$ cat src/rtl/cp0_exc_ctrl.sv
// CP0 exception/interrupt controller: Status, Cause, EPC, BadVAddr, Count and Compare,
// plus commit-stage arbitration that drives the pipeline flush and PC redirect.
module cp0_exc_ctrl #(
  parameter int unsigned N_HWINT     = 6,
  parameter int unsigned COUNT_DIV   = 2,
  parameter logic [31:0] EXC_VECTOR  = 32'hBFC0_0380,
  parameter int unsigned SYNC_STAGES = 2
) (
  input  logic               clk,
  input  logic               rst,
  input  logic               we,
  input  logic [4:0]         waddr,
  input  logic [31:0]        wdata,
  input  logic [4:0]         raddr,
  output logic [31:0]        rdata,
  input  logic               exc_valid,
  input  logic [4:0]         exc_code,
  input  logic               exc_badvaddr_we,
  input  logic [31:0]        exc_badvaddr,
  input  logic               commit_valid,
  input  logic [31:0]        commit_pc,
  input  logic               commit_bd,
  input  logic               eret,
  input  logic [N_HWINT-1:0] hw_int,
  output logic               flush,
  output logic [31:0]        redirect_pc,
  output logic [31:0]        epc_o,
  output logic               status_exl,
  output logic               timer_int
);

  localparam logic [4:0] RegBadVAddr = 5'd8;
  localparam logic [4:0] RegCount    = 5'd9;
  localparam logic [4:0] RegCompare  = 5'd11;
  localparam logic [4:0] RegStatus   = 5'd12;
  localparam logic [4:0] RegCause    = 5'd13;
  localparam logic [4:0] RegEpc      = 5'd14;

  localparam int unsigned PW = (COUNT_DIV > 1) ? $clog2(COUNT_DIV) : 1;
  localparam logic [PW-1:0] PrescMax = PW'(COUNT_DIV - 1);

  logic [N_HWINT-1:0] sync_q [SYNC_STAGES];
  logic [N_HWINT-1:0] ip_hw_q;

  logic [PW-1:0] presc_q, presc_d;
  logic [31:0]   count_q, count_d;
  logic [31:0]   compare_q, compare_d;
  logic [31:0]   epc_q, epc_d;
  logic [31:0]   badvaddr_q, badvaddr_d;
  logic [7:0]    im_q, im_d;
  logic          exl_q, exl_d;
  logic          ie_q, ie_d;
  logic          bd_q, bd_d;
  logic          ti_q, ti_d;
  logic [1:0]    ip_sw_q, ip_sw_d;
  logic [4:0]    code_q, code_d;

  logic       wr_count, wr_compare, wr_status, wr_cause, wr_epc;
  logic       count_upd;
  logic [5:0] ip_hw_ext;
  logic [7:0] ip;
  logic       int_pend;
  logic       take_int, take_evt, take_eret;

  assign wr_count   = we && (waddr == RegCount);
  assign wr_compare = we && (waddr == RegCompare);
  assign wr_status  = we && (waddr == RegStatus);
  assign wr_cause   = we && (waddr == RegCause);
  assign wr_epc     = we && (waddr == RegEpc);

  always_comb begin
    ip_hw_ext = '0;
    ip_hw_ext[N_HWINT-1:0] = ip_hw_q;
  end

  // The timer shares the top interrupt line with the last hardware input.
  assign ip       = {ip_hw_ext[5] | ti_q, ip_hw_ext[4:0], ip_sw_q};
  assign int_pend = ie_q & ~exl_q & (|(ip & im_q));

  assign take_int  = ~exc_valid & int_pend & commit_valid;
  assign take_evt  = exc_valid | take_int;
  assign take_eret = ~take_evt & eret;

  assign flush = take_evt | take_eret;

  always_comb begin
    redirect_pc = '0;
    if (take_evt) begin
      redirect_pc = EXC_VECTOR;
    end else if (take_eret) begin
      redirect_pc = epc_q;
    end
  end

  assign epc_o      = epc_q;
  assign status_exl = exl_q;
  assign timer_int  = ti_q;

  always_comb begin
    rdata = '0;
    case (raddr)
      RegBadVAddr: rdata = badvaddr_q;
      RegCount:    rdata = count_q;
      RegCompare:  rdata = compare_q;
      RegStatus:   rdata = {16'b0, im_q, 6'b0, exl_q, ie_q};
      RegCause:    rdata = {bd_q, ti_q, 14'b0, ip, 1'b0, code_q, 2'b00};
      RegEpc:      rdata = epc_q;
      default:     rdata = '0;
    endcase
  end

  // Count / Compare / timer interrupt
  always_comb begin
    presc_d   = presc_q;
    count_d   = count_q;
    count_upd = 1'b0;
    if (wr_count) begin
      count_d   = wdata;
      presc_d   = '0;
      count_upd = 1'b1;
    end else if (presc_q == PrescMax) begin
      count_d   = count_q + 32'd1;
      presc_d   = '0;
      count_upd = 1'b1;
    end else begin
      presc_d = presc_q + PW'(1);
    end

    compare_d = wr_compare ? wdata : compare_q;

    ti_d = ti_q;
    if (count_upd && (count_d == compare_q)) begin
      ti_d = 1'b1;
    end
    // Writing Compare acknowledges the timer even if it matches this cycle.
    if (wr_compare) begin
      ti_d = 1'b0;
    end
  end

  // Status / Cause / EPC / BadVAddr
  always_comb begin
    im_d       = im_q;
    exl_d      = exl_q;
    ie_d       = ie_q;
    ip_sw_d    = ip_sw_q;
    bd_d       = bd_q;
    code_d     = code_q;
    epc_d      = epc_q;
    badvaddr_d = badvaddr_q;

    if (wr_status) begin
      im_d  = wdata[15:8];
      exl_d = wdata[1];
      ie_d  = wdata[0];
    end
    if (wr_cause) begin
      ip_sw_d = wdata[9:8];
    end
    if (wr_epc) begin
      epc_d = wdata;
    end

    // Events override software writes to EXL, EPC, BD and ExcCode.
    if (take_evt) begin
      exl_d  = 1'b1;
      code_d = exc_valid ? exc_code : 5'd0;
      epc_d  = epc_q;
      if (!exl_q) begin
        epc_d = commit_pc;
        bd_d  = commit_bd;
      end
      if (exc_badvaddr_we) begin
        badvaddr_d = exc_badvaddr;
      end
    end else if (take_eret) begin
      exl_d = 1'b0;
    end
  end

  always_ff @(posedge clk or posedge rst) begin
    if (rst) begin
      for (int unsigned i = 0; i < SYNC_STAGES; i++) begin
        sync_q[i] <= '0;
      end
      ip_hw_q <= '0;
    end else begin
      sync_q[0] <= hw_int;
      for (int unsigned i = 1; i < SYNC_STAGES; i++) begin
        sync_q[i] <= sync_q[i-1];
      end
      ip_hw_q <= sync_q[SYNC_STAGES-1];
    end
  end

  always_ff @(posedge clk or posedge rst) begin
    if (rst) begin
      presc_q    <= '0;
      count_q    <= '0;
      compare_q  <= '0;
      epc_q      <= '0;
      badvaddr_q <= '0;
      im_q       <= '0;
      exl_q      <= 1'b0;
      ie_q       <= 1'b0;
      bd_q       <= 1'b0;
      ti_q       <= 1'b0;
      ip_sw_q    <= '0;
      code_q     <= '0;
    end else begin
      presc_q    <= presc_d;
      count_q    <= count_d;
      compare_q  <= compare_d;
      epc_q      <= epc_d;
      badvaddr_q <= badvaddr_d;
      im_q       <= im_d;
      exl_q      <= exl_d;
      ie_q       <= ie_d;
      bd_q       <= bd_d;
      ti_q       <= ti_d;
      ip_sw_q    <= ip_sw_d;
      code_q     <= code_d;
    end
  end

endmodule

$ cat config.mk
export PLATFORM = sky130hd
export DESIGN_NAME = cp0_exc_ctrl
export DESIGN_NICKNAME = d
export VERILOG_FILES = /design/src/rtl/cp0_exc_ctrl.sv
export SDC_FILE = /design/constraint.sdc
export NUM_CORES = 1
export LEC_CHECK = 0
export ABC_AREA = 0
export CAP_MARGIN = 20
export CORE_MARGIN = 1
export CORE_UTILIZATION = 55
export DETAILED_ROUTE_END_ITERATION = 8
export GPL_TIMING_DRIVEN = 0
export MAX_ROUTING_LAYER = met4
export PLACE_DENSITY = 0.87
export SYNTH_ARGS = -nofsm -noshare
export SYNTH_HDL_FRONTEND = slang
export SYNTH_SLANG_ARGS = --single-unit
$ cat constraint.sdc
create_clock -name clk -period 9.7 [get_ports clk]
set_input_delay 1.94 -clock clk [delete_from_list [all_inputs] [get_ports clk]]
set_output_delay 1.94 -clock clk [all_outputs]
set_load 0.03 [all_outputs]
## After elaboration in Yosys (flattened, before gate mapping)

Index checks and enable logic that the tools add are counted.

| storage, ports and cells | value |
|---|---|
| output and inout port bits | 99 |
| register bits after elaboration | 166 |
| logic and storage cells | 73 |
| bits of input ports | 125 |

| cells by class | value |
|---|---|
| bitwise operators | 12 |
| reductions and logical operators | 13 |
| equal/unequal tests | 13 |
| multiplexer cells | 18 |
| add/subtract/negate cells | 2 |

Operators with widths:

| cell | count |
|---|---|
| $mux W32 | 7 |
| $pmux W32 S6 | 1 |
| $eq A5 B4 Y1 const B | 11 |
| $add A32 B1 Y32 const B | 1 |
| $eq A32 B32 Y1 | 1 |
| $mux W1 | 9 |
| $and A8 B8 Y8 | 1 |
| $reduce_or A8 Y1 | 1 |
| $logic_and A1 B1 Y1 | 6 |
| $reduce_and A2 Y1 | 3 |
| $and A1 B1 Y1 | 5 |
| $mux W5 | 1 |
| $reduce_bool A2 Y1 | 2 |
| $not A1 Y1 | 3 |
| $or A1 B1 Y1 | 3 |
| $reduce_bool A3 Y1 | 1 |
| $ne A2 B2 Y1 const B | 1 |
| $add A1 B1 Y1 const B | 1 |

## Depth between registers and ports, before layout

| depth | value |
|---|---|
| depth in word-level cells | 11 |
| mapped depth | 10 |
| gate-level depth less buffers | 9 |

## Worst setup path before layout

No wires, ideal clock.

| path | value |
|---|---|
| kind | input -> output |
| start point | input port raddr[2] |
| end point | output port rdata[11] |
| stages | 5 |
| setup slack | 4.390 ns |
| required time | 7.760 ns |
| arrival time | 3.370 ns |
| cell sequence | nand2_1 > nor4b_1 > clkbuf_1 > a22oi_1 > nand3_1 |

| between the ends | value |
|---|---|
| word-level cells in the longest chain between the ends | 2 |

Ends and longest elaborated chain:

| what | line | RTL |
|---|---|---|
| start, declared | 14 | `input logic [4:0] raddr,` |
| $eq A5 B4 Y1 | 101 | `case (raddr)` |
| $pmux W32 S6 (*) | 101 |  |
| end, declared | 15 | `output logic [31:0] rdata,` |

Mark *: on every way between the ends. The rest lies on a longest branch, timed or not.

## Worst setup path in the final report

| path | value |
|---|---|
| start point | input port exc_valid |
| end point | output port redirect_pc[25] |

| between the ends | value |
|---|---|
| word-level cells in the longest chain between the ends | 8 |

Ends and longest elaborated chain:

| what | line | RTL |
|---|---|---|
| start, declared | 16 | `input logic exc_valid,` |
| $not A1 Y1 | 80 | `assign take_int = ~exc_valid & int_pend & commit_valid;` |
| $and A1 B1 Y1 (2 in a row) | 80 |  |
| $or A1 B1 Y1 (*) | 81 | `assign take_evt = exc_valid \| take_int;` |
| $not A1 Y1 | 82 | `assign take_eret = ~take_evt & eret;` |
| $and A1 B1 Y1 | 82 |  |
| $mux W32 | 90 | `end else if (take_eret) begin` |
| $mux W32 (*) | 88 | `if (take_evt) begin` |
| end, declared | 26 | `output logic [31:0] redirect_pc,` |

Marked as above.

==> impl_metrics.tcl <==
set metrics [dict create \
    ys_types 68 \
    crit_fanout 10 \
    cp.required_ns 7.76 \
    core_area_sq_um 16640 \
    drt_iter0_markers 1428 \
    power.density_nw_per_um2 200.8 \
    drive_gt1_frac 0.1065 \
    fill_cells 1155 \
    start_util 0.5633 \
    yosys.area.top_type "dfrtp_1" \
    netlist.area_leader.share 0.4431 \
    synthesis.nets 1091 \
    synth_cells 965 \
    clk_latency_ns 0.45 \
    place_area_sq_um 11930 \
    row_count 47 \
    clock.fmax_ghz 0.1406 \
    syn_avg_cell_area_sq_um 9.715 \
    firstDrtPassIters 8 \
    dp_hpwl_mm 28.69 \
    routabilityCongestion 0.9810 \
    clk_path_buf_depth 2 \
    maxSlewHeadroom 0.2496 \
    setup_ws_ns 2.589 \
    grt_pass1_wl_mm 57.41 \
    viasPerCell 6.706 \
    timing.final.crit_share 0.7331 \
    final_area_sq_um 12510 \
    grt_pass1_vias 9352 \
    cts_setup_buffers 0 \
    root_buffer "clkbuf_16" \
    die_area_sq_um 17570 \
    synth_warnings 0 \
    ir_drop_v 0.0001677 \
    wl_mm 38.49 \
    antenna_found_initial 0 \
    worstMarginPinSlew_ns 1.116 \
    synth_area_sq_um 9375 \
    cap_violations 0 \
    end_kind "output pin" \
    n_antenna_cell 0 \
    multi_input_area_sq_um 4868 \
    grt.overflow.total 0 \
    die_x_microns 132.6 \
    pin_count 224 \
    drt.antenna.violating_nets 0 \
    start_kind "input pin" \
    area_growth_pct 33.42 \
    ff_latch_area_sq_um 4154 \
    synthFlopType "dfrtp_1" \
    hold_path_class "register to register" \
    critPathArrivalTime_ns 5.17 \
    status "finished, final reports clean" \
    numCtsBuffers 17 \
    rsz0062_at_grt "false" \
    crit_type "input pin to output pin" \
    io_buffer_count 222 \
    total_power_w 0.002512 \
    cts_hold_buf 0 \
    cts_tree "done" \
    path_clk_slew_ns 0.08 \
    synth_edf_count 0 \
    min_period_ns 7.111 \
    finalSetupViolCount 0 \
    ctsResizeCount 0 \
    setup_tns_ns 0 \
    die_h_microns 132.6 \
    cts_max_level 4 \
    final_core_util 0.7516 \
    final_net_count 1335 \
    grt_max_degree 98 \
    netlist_top_cells_area "dfrtp_1 44%, mux2_2 9.1%, nand2_1 5.2%, a22oi_1 5.0%, mux2i_1 4.0%" \
    ys_ff_latch 166 \
    hold_viol_final 0 \
    grt.total_usage 0.4605 \
    clock_sinks 166 \
    leakage_nw 5.138 \
    post-place-ws_ns 2.744 \
    drc_errors 0 \
    final.setup_skew_ns 0.01754 \
    ys_seq_area_frac 0.4431 \
    async_flop_share 1.000 \
    drv_slew 0 \
    avgRoutedWirePerCell_microns 26.71 \
    vias 9664 \
]
[stage by stage]
step,instances,hold slack [ns]
global route,1441,0.3545
CTS,1441,0.3453
detailed placement,1410,0.3347
floorplan,965,0.3312
finish,1441,0.3375
global placement,1407,0.3326
[cells by family after synthesis]
group,count (synthesis),synth area share
and+or+nand+nor,324,0.1754
AOI/OAI and AO/OA,202,0.1469
DFF,166,0.4431
muxes,113,0.1308
buffers and inverters,94,0.03884
xor gates and xnor gates,65,0.06366
adders and majority gates,1,0.001334
[area by class of cell]
class                      count  area share
clock buffer                  17     0.03401
sequential                   166      0.3321
multi-input combinational    705      0.3892
buffer                        73     0.02281
tap                          220     0.02201
clock inverter                14     0.01210
inverter                      21    0.006902
timing repair buffer         225      0.1809
[per-layer routing]
layer | routed length, microns | GRT usage
met5 | 0 | -
met4 | 1751 | 0.1897
met3 | 4657 | 0.1142
met2 | 17220 | 0.6804
met1 | 14870 | 0.6056
[path summary, 6_finish.rpt]
path | cells past startpoint | from | slack, ns | end
worst max-delay path | 7 | exc_valid | 2.59 | redirect_pc[25]
worst max register to register | 11 | im_q[6] | 6.02 | epc_o[22]
max in group asynchronous | 3 | rst | 6.90 | count_q[13]
min in group asynchronous | 2 | rst | 1.93 | badvaddr_q[23]
worst min-delay path | 0 | sync_q[0] | 0.34 | ip_hw_ext[0]
worst min register to register | 0 | sync_q[0] | 0.34 | ip_hw_ext[0]
[cells in the final DEF (no fill, tap or decap), types with 9 or more instances in the layout]
master / Yosys / routed
and3_1: 23 / 23
mux2_2: 76 / 76
xor2_1: 32 / 32
mux2i_1: 37 / 37
nand3_1: 27 / 27
clkdlybuf4s50_1: 0 / 222
nor2_1: 34 / 34
xnor2_1: 31 / 31
o21ai_0: 63 / 63
a222oi_1: 9 / 9
nand4_1: 25 / 25
nor3_1: 17 / 16
a21oi_1: 20 / 20
clkbuf_1: 58 / 58
nor4_1: 17 / 16
inv_1: 21 / 20
clkbuf_16: 0 / 17
dfrtp_1: 166 / 166
nand2_1: 129 / 129
a22oi_1: 63 / 63
[registers in the layout (all words and copies together) (netlist names)]
name	cells
badvaddr_q	32
bd_q	1
code_q	5
compare_q	32
count_q	32
epc_o	32
ie_q	1
im_q	8
ip_hw_ext	6
ip_sw_q	2
presc_q	1
status_exl	1
sync_q	12
timer_int	1
[report_power, final]
group	internal, W	leakage [nW]	switching (W)
clock	0.000344	0.280	0.000342
sequential	0.000824	2.01	0.000174
combinational	0.000343	2.84	0.000484
total	0.00151	5.14	0.00100
[cells in the mapped netlist (7+ instances only)]
| library cell | instances |
|---|---|
| nor2b_1 | 8 |
| xnor2_1 | 31 |
| nand3_1 | 27 |
| nand2b_1 | 8 |
| xor2_1 | 32 |
| dfrtp_1 | 166 |
| buf_1 | 8 |
| a22oi_1 | 63 |
| nand4_1 | 25 |
| mux2_2 | 76 |
| inv_1 | 21 |
| a222oi_1 | 9 |
| nor2_1 | 34 |
| nor3_1 | 17 |
| or4_1 | 7 |
| o21ai_0 | 63 |
| a21oi_1 | 20 |
| mux2i_1 | 37 |
| nand2_1 | 129 |
| clkbuf_1 | 58 |
| and3_1 | 23 |
| nor4_1 | 17 |
[critical path, stage by stage]
cell and delay (ns):
clkdlybuf4s50_1 0.57, a21oi_1 0.22, buf_1 0.67, clkbuf_1 0.43
clkbuf_1 0.56, nand2_1 0.13, clkdlybuf4s50_1 0.64
(Power assumes the default switching activity.)
